<file path="config.mk">
export PLATFORM = sky130hd
export DESIGN_NAME = axi4_lite_register_responder_flat
export DESIGN_NICKNAME = d
export VERILOG_FILES = /design/src/rtl/axi4_lite_register_responder_pkg.sv /design/src/rtl/axi4_lite_register_responder_if.sv /design/src/rtl/axi4_lite_register_responder_wr_merge.sv /design/src/rtl/axi4_lite_register_responder.sv /design/src/flat_wrapper.sv
export SDC_FILE = /design/constraint.sdc
export NUM_CORES = 1
export LEC_CHECK = 0
export BUFFER_PORTS_ARGS = -buffer_cell sky130_fd_sc_hd__clkbuf_2
export CAP_MARGIN = 25
export CELL_PAD_IN_SITES_DETAIL_PLACEMENT = 0
export CELL_PAD_IN_SITES_GLOBAL_PLACEMENT = 1
export CORE_AREA = 2 2 175 177
export DETAILED_ROUTE_END_ITERATION = 7
export DIE_AREA = 0 0 177 179
export PLACE_DENSITY_LB_ADDON = 0.12
export SKIP_CTS_REPAIR_TIMING = 1
export SLEW_MARGIN = 20
export SYNTH_ARGS = -nofsm -noshare
export SYNTH_HDL_FRONTEND = slang
export SYNTH_SLANG_ARGS = --single-unit
</file>
<file path="constraint.sdc">
create_clock -name aclk -period 1.8 [get_ports aclk]
set_input_delay 0.09 -clock aclk [delete_from_list [all_inputs] [get_ports aclk]]
set_output_delay 0.09 -clock aclk [all_outputs]
set_load 0.02 [all_outputs]
</file>
<file path="src/rtl/axi4_lite_register_responder_pkg.sv">
// Shared types and helpers for the AXI4-Lite register responder.
//   wr_state_e / rd_state_e : write and read FSM states
//   RESP_OKAY                : the only response this responder returns
//   idx_of()                 : byte address -> register index decode
//   merge_bytes()            : byte-strobe merge of new data over old data
// The helpers work on the widest legal buses; callers zero-extend their
// operands and slice the result back to their own widths.
package axi4_lite_register_pkg;

    typedef enum logic [1:0] {
        WR_IDLE = 2'd0,
        WR_EXEC = 2'd1,
        WR_RESP = 2'd2
    } wr_state_e;

    typedef enum logic [1:0] {
        RD_IDLE = 2'd0,
        RD_EXEC = 2'd1,
        RD_RESP = 2'd2
    } rd_state_e;

    localparam logic [1:0] RESP_OKAY = 2'b00;

    localparam int DATA_MAX = 64;
    localparam int STRB_MAX = 8;
    localparam int ADDR_MAX = 64;
    localparam int IDX_MAX  = 16;

    // Register index = addr[lsb +: mw]; byte-offset bits below and any
    // bits above the index field are ignored.
    function automatic logic [IDX_MAX-1:0] idx_of(input logic [ADDR_MAX-1:0] addr,
                                                  input int lsb, input int mw);
        logic [ADDR_MAX-1:0] sh;
        logic [ADDR_MAX-1:0] mask;
        sh   = addr >> lsb;
        mask = (64'd1 << mw) - 64'd1;
        sh   = sh & mask;
        return sh[IDX_MAX-1:0];
    endfunction

    // Byte k comes from new_d when strb[k] is set, otherwise from old_d.
    function automatic logic [DATA_MAX-1:0] merge_bytes(input logic [DATA_MAX-1:0] new_d,
                                                        input logic [DATA_MAX-1:0] old_d,
                                                        input logic [STRB_MAX-1:0] strb);
        logic [DATA_MAX-1:0] r;
        for (int k = 0; k < STRB_MAX; k++) begin
            r[8*k +: 8] = strb[k] ? new_d[8*k +: 8] : old_d[8*k +: 8];
        end
        return r;
    endfunction

endpackage

</file>
<file path="src/rtl/axi4_lite_register_responder_if.sv">
// AXI4-Lite bus bundle (AW, W, B, AR, R channels).
//   N : data bus width in bytes,  A : address width
//   master modport : drives addresses, data, valids and bready/rready
//   slave  modport : drives readies, responses, bvalid/rvalid and rdata
interface axi4_lite_if #(
    parameter int N = 4,
    parameter int A = 32
);
    logic [A-1:0]   awaddr;
    logic           awvalid;
    logic           awready;
    logic [8*N-1:0] wdata_axi;
    logic [N-1:0]   wstrb;
    logic           wvalid;
    logic           wready;
    logic [1:0]     bresp;
    logic           bvalid;
    logic           bready;
    logic [A-1:0]   araddr;
    logic           arvalid;
    logic           arready;
    logic [8*N-1:0] rdata;
    logic [1:0]     rresp;
    logic           rvalid;
    logic           rready;

    modport master (
        output awaddr, awvalid, wdata_axi, wstrb, wvalid, bready, araddr, arvalid, rready,
        input  awready, wready, bresp, bvalid, arready, rdata, rresp, rvalid
    );

    modport slave (
        input  awaddr, awvalid, wdata_axi, wstrb, wvalid, bready, araddr, arvalid, rready,
        output awready, wready, bresp, bvalid, arready, rdata, rresp, rvalid
    );
endinterface

</file>
<file path="src/rtl/axi4_lite_register_responder_wr_merge.sv">
// Combinational byte-strobe merge used on register write paths.
//   new_data : incoming write data       old_data : current register value
//   strb     : per-byte select           merged   : strobe-merged result
module axi4_lite_register_wr_merge
    import axi4_lite_register_pkg::*;
#(
    parameter int N = 4
) (
    input  logic [8*N-1:0] new_data,
    input  logic [8*N-1:0] old_data,
    input  logic [N-1:0]   strb,
    output logic [8*N-1:0] merged
);
    logic [DATA_MAX-1:0] n64;
    logic [DATA_MAX-1:0] o64;
    logic [DATA_MAX-1:0] m64;
    logic [STRB_MAX-1:0] s8;

    always_comb begin
        n64 = '0;
        o64 = '0;
        s8  = '0;
        n64[8*N-1:0] = new_data;
        o64[8*N-1:0] = old_data;
        s8[N-1:0]    = strb;
        m64    = merge_bytes(n64, o64, s8);
        merged = m64[8*N-1:0];
    end
endmodule

</file>
<file path="src/rtl/axi4_lite_register_responder.sv">
// AXI4-Lite responder that fronts a peripheral register bank.
//   aclk, aresetn : clock, synchronous active-low reset
//   axi           : AXI4-Lite slave port (AW/W/B/AR/R)
//   register_in   : current value of every register
//   wr_en, rd_en  : one-cycle one-hot write / read strobes
//   wdata         : strobe-merged write data, valid with wr_en
// Write and read paths are independent FSMs, each with one transaction
// in flight. Every index decodes, so responses are always OKAY.
module axi4_lite_register_responder
    import axi4_lite_register_pkg::*;
#(
    parameter int N  = 4,
    parameter int MW = 3,
    parameter int MI = 2**MW,
    parameter int A  = 32
) (
    input  logic                   aclk,
    input  logic                   aresetn,
    axi4_lite_if.slave             axi,
    input  logic [MI-1:0][8*N-1:0] register_in,
    output logic [MI-1:0]          wr_en,
    output logic [MI-1:0]          rd_en,
    output logic [8*N-1:0]         wdata
);
    if (!(N == 4 || N == 8)) begin : g_bad_n
        $fatal(1, "axi4_lite_register_responder: N must be 4 or 8");
    end

    localparam int LSB = $clog2(N);

    // Readies stay low for the first cycle after reset release, so a
    // valid presented in the deassertion cycle is not taken.
    logic alive;

    wr_state_e wr_state, wr_next;
    rd_state_e rd_state, rd_next;

    logic           aw_held, w_held;
    logic [MW-1:0]  aw_idx;
    logic [8*N-1:0] w_data_h;
    logic [N-1:0]   w_strb_h;
    logic [MW-1:0]  ar_idx;
    logic [8*N-1:0] rdata_q;

    logic awready_c, wready_c, bvalid_c, aw_fire, w_fire;
    logic arready_c, rvalid_c, ar_fire;

    logic [ADDR_MAX-1:0] aw64, ar64;
    logic [IDX_MAX-1:0]  aw_dec, ar_dec;
    logic [8*N-1:0]      merged;

    always_comb begin
        aw64 = '0;
        ar64 = '0;
        aw64[A-1:0] = axi.awaddr;
        ar64[A-1:0] = axi.araddr;
        aw_dec = idx_of(aw64, LSB, MW);
        ar_dec = idx_of(ar64, LSB, MW);
    end

    always_ff @(posedge aclk) begin
        if (!aresetn) alive <= 1'b0;
        else          alive <= 1'b1;
    end

    // ---------------- write path ----------------
    always_ff @(posedge aclk) begin
        if (!aresetn) wr_state <= WR_IDLE;
        else          wr_state <= wr_next;
    end

    always_comb begin
        wr_next   = wr_state;
        awready_c = 1'b0;
        wready_c  = 1'b0;
        bvalid_c  = 1'b0;
        aw_fire   = 1'b0;
        w_fire    = 1'b0;
        wr_en     = '0;
        case (wr_state)
            WR_IDLE: begin
                awready_c = alive && !aw_held;
                wready_c  = alive && !w_held;
                aw_fire   = axi.awvalid && awready_c;
                w_fire    = axi.wvalid && wready_c;
                if ((aw_held || aw_fire) && (w_held || w_fire)) wr_next = WR_EXEC;
            end
            WR_EXEC: begin
                wr_en[aw_idx] = 1'b1;
                wr_next       = WR_RESP;
            end
            WR_RESP: begin
                bvalid_c = 1'b1;
                if (axi.bready) wr_next = WR_IDLE;
            end
            default: wr_next = WR_IDLE;
        endcase
    end

    always_ff @(posedge aclk) begin
        if (!aresetn) begin
            aw_held  <= 1'b0;
            w_held   <= 1'b0;
            aw_idx   <= '0;
            w_data_h <= '0;
            w_strb_h <= '0;
        end else begin
            if (aw_fire) begin
                aw_held <= 1'b1;
                aw_idx  <= aw_dec[MW-1:0];
            end
            if (w_fire) begin
                w_held   <= 1'b1;
                w_data_h <= axi.wdata_axi;
                w_strb_h <= axi.wstrb;
            end
            if (wr_state == WR_RESP && axi.bready) begin
                aw_held <= 1'b0;
                w_held  <= 1'b0;
            end
        end
    end

    axi4_lite_register_wr_merge #(.N(N)) u_merge (
        .new_data (w_data_h),
        .old_data (register_in[aw_idx]),
        .strb     (w_strb_h),
        .merged   (merged)
    );

    // Merged data is only presented alongside the strobe.
    assign wdata = (wr_state == WR_EXEC) ? merged : '0;

    // ---------------- read path ----------------
    always_ff @(posedge aclk) begin
        if (!aresetn) rd_state <= RD_IDLE;
        else          rd_state <= rd_next;
    end

    always_comb begin
        rd_next   = rd_state;
        arready_c = 1'b0;
        rvalid_c  = 1'b0;
        ar_fire   = 1'b0;
        rd_en     = '0;
        case (rd_state)
            RD_IDLE: begin
                arready_c = alive;
                ar_fire   = axi.arvalid && arready_c;
                if (ar_fire) rd_next = RD_EXEC;
            end
            RD_EXEC: begin
                rd_en[ar_idx] = 1'b1;
                rd_next       = RD_RESP;
            end
            RD_RESP: begin
                rvalid_c = 1'b1;
                if (axi.rready) rd_next = RD_IDLE;
            end
            default: rd_next = RD_IDLE;
        endcase
    end

    // rdata samples register_in during the strobe cycle, so a write to
    // the same register in that cycle is not yet visible.
    always_ff @(posedge aclk) begin
        if (!aresetn) begin
            ar_idx  <= '0;
            rdata_q <= '0;
        end else begin
            if (ar_fire) ar_idx <= ar_dec[MW-1:0];
            if (rd_state == RD_EXEC) rdata_q <= register_in[ar_idx];
        end
    end

    assign axi.awready = awready_c;
    assign axi.wready  = wready_c;
    assign axi.bvalid  = bvalid_c;
    assign axi.bresp   = RESP_OKAY;
    assign axi.arready = arready_c;
    assign axi.rvalid  = rvalid_c;
    assign axi.rresp   = RESP_OKAY;
    assign axi.rdata   = rdata_q;
endmodule

</file>
<file path="src/flat_wrapper.sv">
// flat-port wrapper written by rule: the top's interface ports become plain ports
module axi4_lite_register_responder_flat import axi4_lite_register_pkg::*;
#(
    parameter int N  = 4,
    parameter int MW = 3,
    parameter int MI = 2**MW,
    parameter int A  = 32
)
  (aclk, aresetn, register_in, wr_en, rd_en, wdata, axi_awaddr, axi_awvalid, axi_wdata_axi, axi_wstrb, axi_wvalid, axi_bready, axi_araddr, axi_arvalid, axi_rready, axi_awready, axi_wready, axi_bresp, axi_bvalid, axi_arready, axi_rdata, axi_rresp, axi_rvalid);
  axi4_lite_if #(.N(N), .A(A)) axi_i ();
  input  logic aclk;
  input  logic aresetn;
  input  logic [MI-1:0][8*N-1:0] register_in;
  output logic [MI-1:0] wr_en;
  output logic [MI-1:0] rd_en;
  output logic [8*N-1:0] wdata;
  input wire logic [$bits(axi_i.awaddr)-1:0] axi_awaddr;
  input wire logic [$bits(axi_i.awvalid)-1:0] axi_awvalid;
  input wire logic [$bits(axi_i.wdata_axi)-1:0] axi_wdata_axi;
  input wire logic [$bits(axi_i.wstrb)-1:0] axi_wstrb;
  input wire logic [$bits(axi_i.wvalid)-1:0] axi_wvalid;
  input wire logic [$bits(axi_i.bready)-1:0] axi_bready;
  input wire logic [$bits(axi_i.araddr)-1:0] axi_araddr;
  input wire logic [$bits(axi_i.arvalid)-1:0] axi_arvalid;
  input wire logic [$bits(axi_i.rready)-1:0] axi_rready;
  output wire logic [$bits(axi_i.awready)-1:0] axi_awready;
  output wire logic [$bits(axi_i.wready)-1:0] axi_wready;
  output wire logic [$bits(axi_i.bresp)-1:0] axi_bresp;
  output wire logic [$bits(axi_i.bvalid)-1:0] axi_bvalid;
  output wire logic [$bits(axi_i.arready)-1:0] axi_arready;
  output wire logic [$bits(axi_i.rdata)-1:0] axi_rdata;
  output wire logic [$bits(axi_i.rresp)-1:0] axi_rresp;
  output wire logic [$bits(axi_i.rvalid)-1:0] axi_rvalid;
  assign axi_i.awaddr = axi_awaddr;
  assign axi_i.awvalid = axi_awvalid;
  assign axi_i.wdata_axi = axi_wdata_axi;
  assign axi_i.wstrb = axi_wstrb;
  assign axi_i.wvalid = axi_wvalid;
  assign axi_i.bready = axi_bready;
  assign axi_i.araddr = axi_araddr;
  assign axi_i.arvalid = axi_arvalid;
  assign axi_i.rready = axi_rready;
  assign axi_awready = axi_i.awready;
  assign axi_wready = axi_i.wready;
  assign axi_bresp = axi_i.bresp;
  assign axi_bvalid = axi_i.bvalid;
  assign axi_arready = axi_i.arready;
  assign axi_rdata = axi_i.rdata;
  assign axi_rresp = axi_i.rresp;
  assign axi_rvalid = axi_i.rvalid;
  axi4_lite_register_responder #(.N(N), .MW(MW), .MI(MI), .A(A)) u_core (.aclk(aclk), .aresetn(aresetn), .axi(axi_i), .register_in(register_in), .wr_en(wr_en), .rd_en(rd_en), .wdata(wdata));
endmodule
</file>
After elaboration in Yosys (flattened, before gate mapping):

Cells that the tools add are included.

* output and inout bits: 89
* register bits after elaboration: 81

* muxes and demuxes: 30
* equal/unequal tests: 8
* $lt $le $gt $ge: 4
* bitwise gates (word level): 1
* reductions and logical operators: 18

Operator list (number)
* $bmux 32 s3: 2
* $mux 32: 3
* $mux 8: 6
* $pmux 2 s3: 2
* $mux 1: 11
* $logic_and 1x1->1: 9
* $lt 3x4->1 const B: 2
* $mux 2: 4
* $demux 1 s3: 2
* $ge 3x1->1 const B: 2
* $eq 2x1->1 const B: 2
* $eq 2x2->1 const B: 2
* $logic_not 2->1: 2
* $ne 2x1->1 const B: 2
* $ne 2x2->1 const B: 2
* $reduce_and 2->1: 2
* $logic_not 1->1: 2
* $logic_or 1x1->1: 2
* $reduce_or 2->1: 1
* $not 1->1: 1

Depth between registers and ports, before layout:

Gate-level depths: netlist (run 1).

* word-level depth: 7
* mapped depth: 8
* mapped depth without buffers: 4

Modules after synthesis:

From an unflattened synthesis (run 1), not the netlist that was laid out.

* cell total of the unflattened synthesis: 942
* area total of the unflattened synthesis: 8321.7 µm²

By module, submodules not included
* axi4_lite_register_responder: cells each 906, instances 1, area each 7796.2 µm²
* axi4_lite_register_wr_merge: cells each 36, instances 1, area each 525.5 µm²

Least setup slack after synthesis (run 1):

No wires, ideal clock.

* path type: register to register
* start: register u_core.wr_state[1]
* end: register u_core.w_data_h[0]
* stages on the path, launching flop included: 6
* period minus slack after synthesis: 1.713 ns
* path buffers: 1
* arrival time: 1.591 ns
* library setup time: 0.122 ns
* setup slack: 0.087 ns
* cell sequence: dfxtp_1 -> nor4b_2 -> nand2_1 -> clkbuf_1 -> nand2_1 -> a21boi_0

* cells in the longest elaborated chain, start to end: 2

Ends and longest elaborated chain
* from (decl): line axi4_lite_register_responder.sv:35 `wr_state_e wr_state, wr_next;`
* from (signal assigned): line axi4_lite_register_responder.sv:69 `else wr_state <= wr_next;`
* $logic_not 2->1: line axi4_lite_register_responder.sv:80 `case (wr_state)`
* $mux 1: line axi4_lite_register_responder.sv:80
* to (signal assigned): line axi4_lite_register_responder.sv:114 `w_data_h <= axi.wdata_axi;`
* to (decl): line axi4_lite_register_responder.sv:40 `logic [8*N-1:0] w_data_h;`

Every way passes these cells.
A chain may end at the register's enable or synchronous reset.

Final worst setup path (run 1):

* start: register u_core.aw_idx[0]
* end: output port wdata[13]

* cells in the longest elaborated chain, start to end: 4

Ends and longest elaborated chain
* from (decl): line axi4_lite_register_responder.sv:39 `logic [MW-1:0] aw_idx;`
* from (signal assigned): line axi4_lite_register_responder.sv:110 `aw_idx <= aw_dec[MW-1:0];`
* $bmux 32 s3: line axi4_lite_register_responder.sv:126 `.old_data (register_in[aw_idx]),`
* $mux 32 (implied by the code): line axi4_lite_register_responder.sv:126
* $mux 8: line axi4_lite_register_responder_pkg.sv:47 `r[8*k +: 8] = strb[k] ? new_d[8*k +: 8] : old_d[8*k +: 8];`
* $mux 32: line axi4_lite_register_responder.sv:132 `assign wdata = (wr_state == WR_EXEC) ? merged : '0;`
* to (decl): line flat_wrapper.sv:16 `output logic [8*N-1:0] wdata;`

Every way passes these cells. The select of a mux whose other input is x is not followed.

==> results.md, run 1 <==
- Number of synthesized flops with an enable pin: 0
- Critical path depth: 7
- Flops & latches, synth: 81
- Die W: 177 um
- P_sw: ~2.4 mW
- Cell family with most CP delay: compound AO/OA/AOI/OAI gates
- Vias in the first global route: 9263
- Crit-path max cell delay: 0.39 ns
- Tot GR Track Use: between 20% and 30%
- Crit path kind: reg2out
- Sequential power share: 30.5%
- Syn Std Cell Area: 7620 sq um
- CP required: roughly 1.7 ns
- Global-route wire length before repair: between 60000 and 70000 um
- Clk Latency, worst-skew pair: 0.35 ns
- CTS Buffer Depth: 2
- Hold Path End: u_core.w_data_h[0]$_SDFFE_PN0P_
- Netlist cell types: 51
- Clk network pwr share: 30.1%
- Worst-path clk slew: 0.07 ns
- Reg2Reg Depth: 5
- Crit path max fanout: 4
- Initial Util: around 25%
- Crit-path cells: buf_12 > mux2_4 > a221o_1 > a211oi_4 > buf_6 > nor2_2 > buf_6
- PortBufs: 389
- Placed Cells incl. Taps: approximately 1800
- DRT iter0 DRCs: 625
- Nets: 1788
- Worst setup EP type: output pin
- Largest net degree at the start of global routing: between 40 and 50
- Grt ovf: 0
- I/O pin count: 452
- Dpl hpwl: 35100 um
- Actual slew at the worst max-slew pin: 0.751 ns
- Worst hold start: axi_wdata_axi[0]
- Cells after synthesis: 937
- Main synth FF type: dfxtp_1
- Hold Path Class: in2reg
- Fill cells: 3227
- Non-Filler Instances: 1833
- Leak Pwr: 5.13 nW
- Peak VDD IR: 0.000393 V
- Routed wire length per instance: between 20 and 25 um
- Worst reg2reg startpoint: u_core.ar_idx[0]$_SDFFE_PN0P_
- Area grow syn2layout: 58.7%
- Vias after detailed routing: around 9500
- Share of cells above drive strength 1: 46.2%
- RSZ-0062 raised after global routing: true
- Worst setup margin: -0.459 ns
- Max Clk Rate: 443 MHz
- CTS tree: yes
- Post-DRT Antenna Nets: 0
- Synth Area per Inst: 8.14 sq um
- Worst Hold Depth: 3
- Height of the die: 179 um
- TritonCTS buffer count: 9
- Vias per inst: roughly 5.2
- Sequential element share of the synthesized area: 21.3%
- Max-cap violations: 0
- Final Hold Vio Count: 6
- H-tree levels: 3
- Most frequent CP cell: buf_6
- Drt total wl: around 44000 um
- Clk root buf: clkbuf_16
- Switching share of power: 37.1%
- Worst hold slack: -0.0244 ns
- Initial antenna violation count: 7
- Period utilisation layout: 126%
- Detailed Routing Iterations Pass 1: 5
- Slowest stage cell, crit path: dfxtp_4
- Buf/Inv on CP: 3
- Synth warnings: 0
- Core area: ~30000 sq um
- PwrDens: approximately 530 nW/um^2
- Failing checks: hold timing, setup timing
- DRC viols: 0
- Setup TNS: -11.11 ns
- Slew HR: 49.4%
- Status: complete, but fails checks
- Worst setup SP type: flop
- Pint: 4.05 mW
- Die Area: 31700 sq um
- Final setup violation count: 32
- Reg-to-reg slack, setup: 0.07 ns
- # clock sinks: about 80
- Dpl ws: -0.154 ns
- Comb pwr share: 39.3%
- Post-layout minimum cycle time: about 2.3 ns
- Slew Limit Fails: 0
- FF-to-FF End: u_core.axi.rdata[30]$_SDFFE_PN0P_
- Rows: 64
- Skew final: ~0.012 ns
- Routability cong.: between 0.9 and 1
- Fraction of synthesis flops using an asynchronous set or reset pin: 0%
- WP data arrival: 2.17 ns
## metrics by stage
stage                     power, mW  utilization [%]  instance area, sq um
final                          6.44             40.3                 12100
after global routing           6.74             40.3                 12100
after CTS                      6.22             36.6                 11000
after detailed placement       4.25             35.6                 10700
after global placement         4.25             35.6                 10700
after floorplan                3.13                -                  7630
## cell usage in the layout (no fill, tap or decap), types with 5 or more instances in the layout
master	synthesis	layout
clkbuf_2	0	354
a21boi_1	29	29
mux2i_1	169	166
dfxtp_1	81	74
a31oi_1	7	5
nand2_1	87	85
o22ai_1	45	41
nor3_1	31	24
mux4_2	12	12
buf_12	2	17
nand2b_1	11	9
o22a_1	5	5
mux2_2	16	13
a221oi_2	3	12
a21boi_0	10	10
inv_1	19	18
nor2_1	52	47
a21oi_1	24	20
diode_2	0	7
dlygate4sd3_1	0	30
a221o_1	9	9
buf_4	16	125
nor2b_1	21	17
nand3_1	20	20
clkbuf_16	0	11
o211ai_1	16	16
o221ai_1	11	10
dfxtp_4	0	6
buf_2	36	12
a221oi_1	27	18
a22oi_1	32	28
buf_6	7	31
o21ai_0	56	54
## worst max path at each step
stage	startpoint	slack [ns]	to
5_1_grt	u_core.aw_idx[0]$_SDFFE_PN0P_	-0.50	wdata[24]
3_5_place_dp	u_core.aw_idx[2]$_SDFFE_PN0P_	-0.15	wdata[14]
2_1_floorplan	u_core.wr_state[1]$_SDFFE_PN0P_	0.09	u_core.w_data_h[0]$_SDFFE_PN0P_
3_3_place_gp	u_core.aw_idx[2]$_SDFFE_PN0P_	-0.17	wdata[14]
6_report	u_core.aw_idx[0]$_SDFFE_PN0P_	-0.46	wdata[13]
4_1_cts	u_core.aw_idx[2]$_SDFFE_PN0P_	-0.55	wdata[14]
## synthesized netlist by cell type, drive strengths merged (4+ instances only)
cell      n  share of area (%)
a221o     9                1.2
nand2    87                4.3
a221oi   30                3.7
mux4     12                3.5
clkbuf   38                1.9
mux2i   169                 22
buf      63                5.6
a21oi    24                1.6
a31oi     7               0.57
and2      4               0.33
a22oi    32                3.2
o22a      5               0.57
nor3     31                2.0
inv      20               0.98
o22ai    45                3.7
dfxtp    81                 21
o21ai    56                3.7
o211ai   16                1.6
o221ai   11                1.3
nor2b    21                1.7
o311a     4               0.53
a21boi   39                3.8
nand3    20                1.3
mux2     16                2.4
and3      5               0.41
nand2b   11               0.90
nor2     52                2.6
## worst reg2reg max path: stages (launching register included)
cell	delay (ns)
dfxtp_4	0.40
buf_4	0.18
mux2_2	0.35
a221oi_1	0.31
o21ai_0	0.14
o221a_2	0.25
## power groups by stage
stage / Sequential, mW / Combinational (mW) / Clock (mW)
2_1_floorplan: 2.02 / 1.11 / 0
3_3_place_gp: 2.01 / 2.24 / 0
3_5_place_dp: 2.02 / 2.24 / 0
4_1_cts: 1.97 / 2.25 / 2.00
5_1_grt: 1.98 / 2.70 / 2.06
6_report: 1.97 / 2.54 / 1.94
## metal layers
layer	global-route usage (%)	wire length, um	vias up	part of all wire (%)
met3	6.53	3220	50	7.3
met1	36.5	20100	4551	46
met5	0	26	-	0.059
met2	41.1	19900	378	45
met4	6.96	858	4	1.9
li1	-	-	4526	-
## layout make-up
type                    instances  area, sq um  share of cell area [%]
clock buffers                  10          229                    1.89
inverters                      20         78.8                   0.651
multi-input cells             738         5710                    47.2
repair buffers                575         3870                    32.0
diodes                          7         17.5                   0.145
clock inverters                 6         51.3                   0.424
well taps                     396          495                    4.09
flip-flops and latches         81         1650                    13.6
## kinds of logic (layout without fill, tap and decap cells)
logic type,Yosys count,after routing,synth area share [%]
buffers and inverters,121,611,8.45
AND/OR/NAND/NOR,242,242,14.8
multiplexers,197,197,28.1
flip-flops,81,81,21.3
other,1,11,0.0492
AO/OA/AOI/OAI,295,295,27.3
## registers in the layout, summed over array words and instances, names as in the netlist, 2 cells and up
signal	flops
u_core.w_data_h	32
u_core.rd_state	2
u_core.aw_idx	3
u_core.wr_state	2
u_core.ar_idx	3
u_core.w_strb_h	4
u_core.axi.rdata	32
No activity file was read; power rests on OpenSTA's default activity.
==> run 2, diff against run 1 <==
--- a/config.mk
+++ b/config.mk
@@ -7,11 +7,10 @@
 export LEC_CHECK = 0
 export BUFFER_PORTS_ARGS = -buffer_cell sky130_fd_sc_hd__clkbuf_2
 export CAP_MARGIN = 25
-export CELL_PAD_IN_SITES_DETAIL_PLACEMENT = 0
-export CELL_PAD_IN_SITES_GLOBAL_PLACEMENT = 1
-export CORE_AREA = 2 2 175 177
+export CELL_PAD_IN_SITES_DETAIL_PLACEMENT = 2
+export CELL_PAD_IN_SITES_GLOBAL_PLACEMENT = 2
+export CORE_UTILIZATION = 23
 export DETAILED_ROUTE_END_ITERATION = 7
-export DIE_AREA = 0 0 177 179
 export PLACE_DENSITY_LB_ADDON = 0.12
 export SKIP_CTS_REPAIR_TIMING = 1
 export SLEW_MARGIN = 20
==> run 2 against run 1 <==
The flow still finishes with violations (hold timing, setup timing). Register-to-register slack worse by 0.06 ns. Critical path depth up 1. Worst hold slack worse by 0.0088 ns. Core utilization down 1.2 points. Sequential cell count unchanged. Via count up 4.5%. Cell count up 3.3%.
==> results.md, run 2 (synthesized netlist as in run 1, its figures left out) <==
- Post-layout minimum cycle time: 2.30 ns (was 2.26 ns)
- Worst Hold Depth: 3 (unchanged)
- Detailed Routing Iterations Pass 1: 5 (unchanged)
- Commonest non-fill, non-tap cells in the layout: clkbuf_2, mux2i_1, buf_4 (unchanged)
- Worst-path clk slew: 0.07 ns (about the same)
- Largest net degree at the start of global routing: 44 (was 49)
- Worst setup SP type: flop (unchanged)
- Crit-path max cell delay: 0.44 ns (was 0.39 ns)
- I/O pin count: 452 (unchanged)
- Max-cap violations: 0 (unchanged)
- Share of cells above drive strength 1: 49.7% (was 46.2%)
- Die W: 184 um (was 177 um)
- Fill cells: 3718 (was 3227)
- DRT iter0 DRCs: 470 (was 625)
- Skew final: 0.00919 ns (was 0.0118 ns)
- Rows: 66 (was 64)
- Drt total wl: 49300 um (was 44100 um)
- Nets: 1800 (was 1788)
- PwrDens: 528 nW/um^2 (was 533 nW/um^2)
- Crit path kind: reg2out (unchanged)
- Post-DRT Antenna Nets: 0 (unchanged)
- Period utilisation layout: 128% (was 126%)
- Seq. cell area: 1650 sq um (about the same)
- Area grow syn2layout: 66.9% (was 58.7%)
- Status: complete, but fails checks (unchanged)
- Final setup violation count: 34 (was 32)
- Height of the die: 184 um (was 179 um)
- Crit path max fanout: 15 (was 4)
- Routability cong.: 0.902 (was 0.936)
- Routed wire length per instance: 26.1 um (was 24.1 um)
- Leak Pwr: 5.33 nW (was 5.13 nW)
- Clk root buf: clkbuf_16 (unchanged)
- Actual slew at the worst max-slew pin: 0.591 ns (was 0.751 ns)
- Worst setup margin: -0.496 ns (was -0.459 ns)
- PortBufs: 389 (unchanged)
- Grt ovf: 0 (unchanged)
- Reg2Reg Depth: 5 (unchanged)
- Initial Util: 23.4% (was 25.4%)
- Max Clk Rate: 435 MHz (was 443 MHz)
- Crit-path cells: buf_12 > nand2b_4 > buf_12 > o221ai_1 > a221oi_2 > buf_4 > nor2_1 > clkbuf_2 (was buf_12 > mux2_4 > a221o_1 > a211oi_4 > buf_6 > nor2_2 > buf_6)
- Clk Latency, worst-skew pair: 0.36 ns (was 0.35 ns)
- Peak VDD IR: 0.000423 V (was 0.000393 V)
- Global-route wire length before repair: 66800 um (was 61500 um)
- RSZ-0062 raised after global routing: true (unchanged)
- CTS tree: yes (unchanged)
- Die Area: 33900 sq um (was 31700 sq um)
- WP data arrival: 2.21 ns (was 2.17 ns)
- Hold Path Class: in2reg (unchanged)
- Most common cell after layout, fill and taps aside: clkbuf_2 (unchanged)
- FF-to-FF End: u_core.axi.rdata[25]$_SDFFE_PN0P_ (was u_core.axi.rdata[30]$_SDFFE_PN0P_)
- CTS Buffer Depth: 2 (unchanged)
- Worst hold slack: -0.0331 ns (was -0.0244 ns)
- Vias in the first global route: 10100 (was 9263)
- Vias per inst: 5.25 (was 5.19)
- Area of the multi-input gates: 5920 sq um (was 5710 sq um)
- Slowest stage cell, crit path: dfxtp_4 (unchanged)
- Worst setup EP type: output pin (unchanged)
- DRC viols: 0 (unchanged)
- Dpl ws: -0.334 ns (was -0.154 ns)
- Core area: 32500 sq um (was 30000 sq um)
- Hold Path End: u_core.w_data_h[20]$_SDFFE_PN0P_ (was u_core.w_data_h[0]$_SDFFE_PN0P_)
- Tot GR Track Use: 27.1% (was 26.5%)
- TritonCTS buffer count: 9 (unchanged)
- Worst reg2reg startpoint: u_core.ar_idx[2]$_SDFFE_PN0P_ (was u_core.ar_idx[0]$_SDFFE_PN0P_)
- Vias after detailed routing: 9939 (was 9509)
- Failing checks: hold timing, setup timing (unchanged)
- Reg-to-reg slack, setup: 0.01 ns (was 0.07 ns)
- Final Hold Vio Count: 5 (was 6)
- Slew Limit Fails: 0 (unchanged)
- Most frequent CP cell: buf_12 (was buf_6)
- Slew HR: 60.2% (was 49.4%)
- Initial antenna violation count: 12 (was 7)
- Dpl hpwl: 38400 um (was 35100 um)
- H-tree levels: 3 (unchanged)
- Worst hold start: axi_wdata_axi[20] (was axi_wdata_axi[0])
- # clock sinks: 81 (unchanged)
- CP required: 1.71 ns (about the same)
==> run 2: changes by cell type in the layout (fill, tap and decap cells not counted), moves of 6 or more <==
cell	change
buf_2	-9
buf_6	+8
dlygate4sd3_1	-8
buf_12	+7
mux2i_1	-8
nor3_2	+6
==> run 2: cell type report <==
cell class | instances | area share [%]
flip-flops and latches | 81 | 12.9
repair buffers | 587 | 33.0
multi-input cells | 738 | 46.5
clock inverters | 4 | 0.246
inverters | 20 | 0.639
diodes | 9 | 0.177
well taps | 442 | 4.35
clock buffers | 12 | 2.18
==> run 2: power by group <==
part / total (mW) / switching [mW] / internal, mW
combinational: 2.76 / 1.46 / 1.30
clock: 1.99 / 0.884 / 1.11
sequential: 1.97 / 0.0850 / 1.88
==> run 2: layer usage <==
| layer | part of all wire (%) | GRT usage [%] | routed length, um | vias to the layer above |
|---|---|---|---|---|
| met5 | 0.026 | 0 | 13 | - |
| met4 | 2.7 | 9.07 | 1330 | 2 |
| met3 | 6.1 | 4.73 | 3030 | 65 |
| met2 | 47 | 44.5 | 23400 | 351 |
| met1 | 44 | 35.6 | 21500 | 4978 |
| li1 | - | - | - | 4543 |
==> run 2: worst max-delay path, delay by kind of cell, from the launching register on <==
family / cells / cell delay (ns)
flip-flops: 1 / 0.44
buffers and inverters: 4 / 0.66
AND/OR/NAND/NOR: 2 / 0.20
AO/OA/AOI/OAI: 2 / 0.57
==> run 2: worst max-delay path by stage <==
stage | slack [ns] | start | depth (start not counted) | endpoint
CTS | -0.74 | u_core.aw_idx[0]$_SDFFE_PN0P_ | 6 | wdata[15]
detailed placement | -0.33 | u_core.aw_idx[0]$_SDFFE_PN0P_ | 6 | wdata[15]
floorplan | 0.09 | u_core.wr_state[1]$_SDFFE_PN0P_ | 5 | u_core.w_data_h[0]$_SDFFE_PN0P_
global route | -0.54 | u_core.aw_idx[1]$_SDFFE_PN0P_ | 7 | wdata[18]
finish | -0.50 | u_core.aw_idx[1]$_SDFFE_PN0P_ | 8 | wdata[18]
global placement | -0.29 | u_core.aw_idx[0]$_SDFFE_PN0P_ | 6 | wdata[15]
==> run 2: per-stage QoR <==
step                cells  total power [mW]  utilization [%]  cell area (sq um)  TNS, ns
CTS                  1819              6.37             34.4              11200   -16.39
global route         1891              7.01             39.1              12700   -13.99
finish               1893              6.72             39.1              12700   -12.17
global placement     1803              4.31             33.5              10900    -1.68
detailed placement   1803              4.35             33.5              10900    -2.14
floorplan             940              3.13                -               7630        0
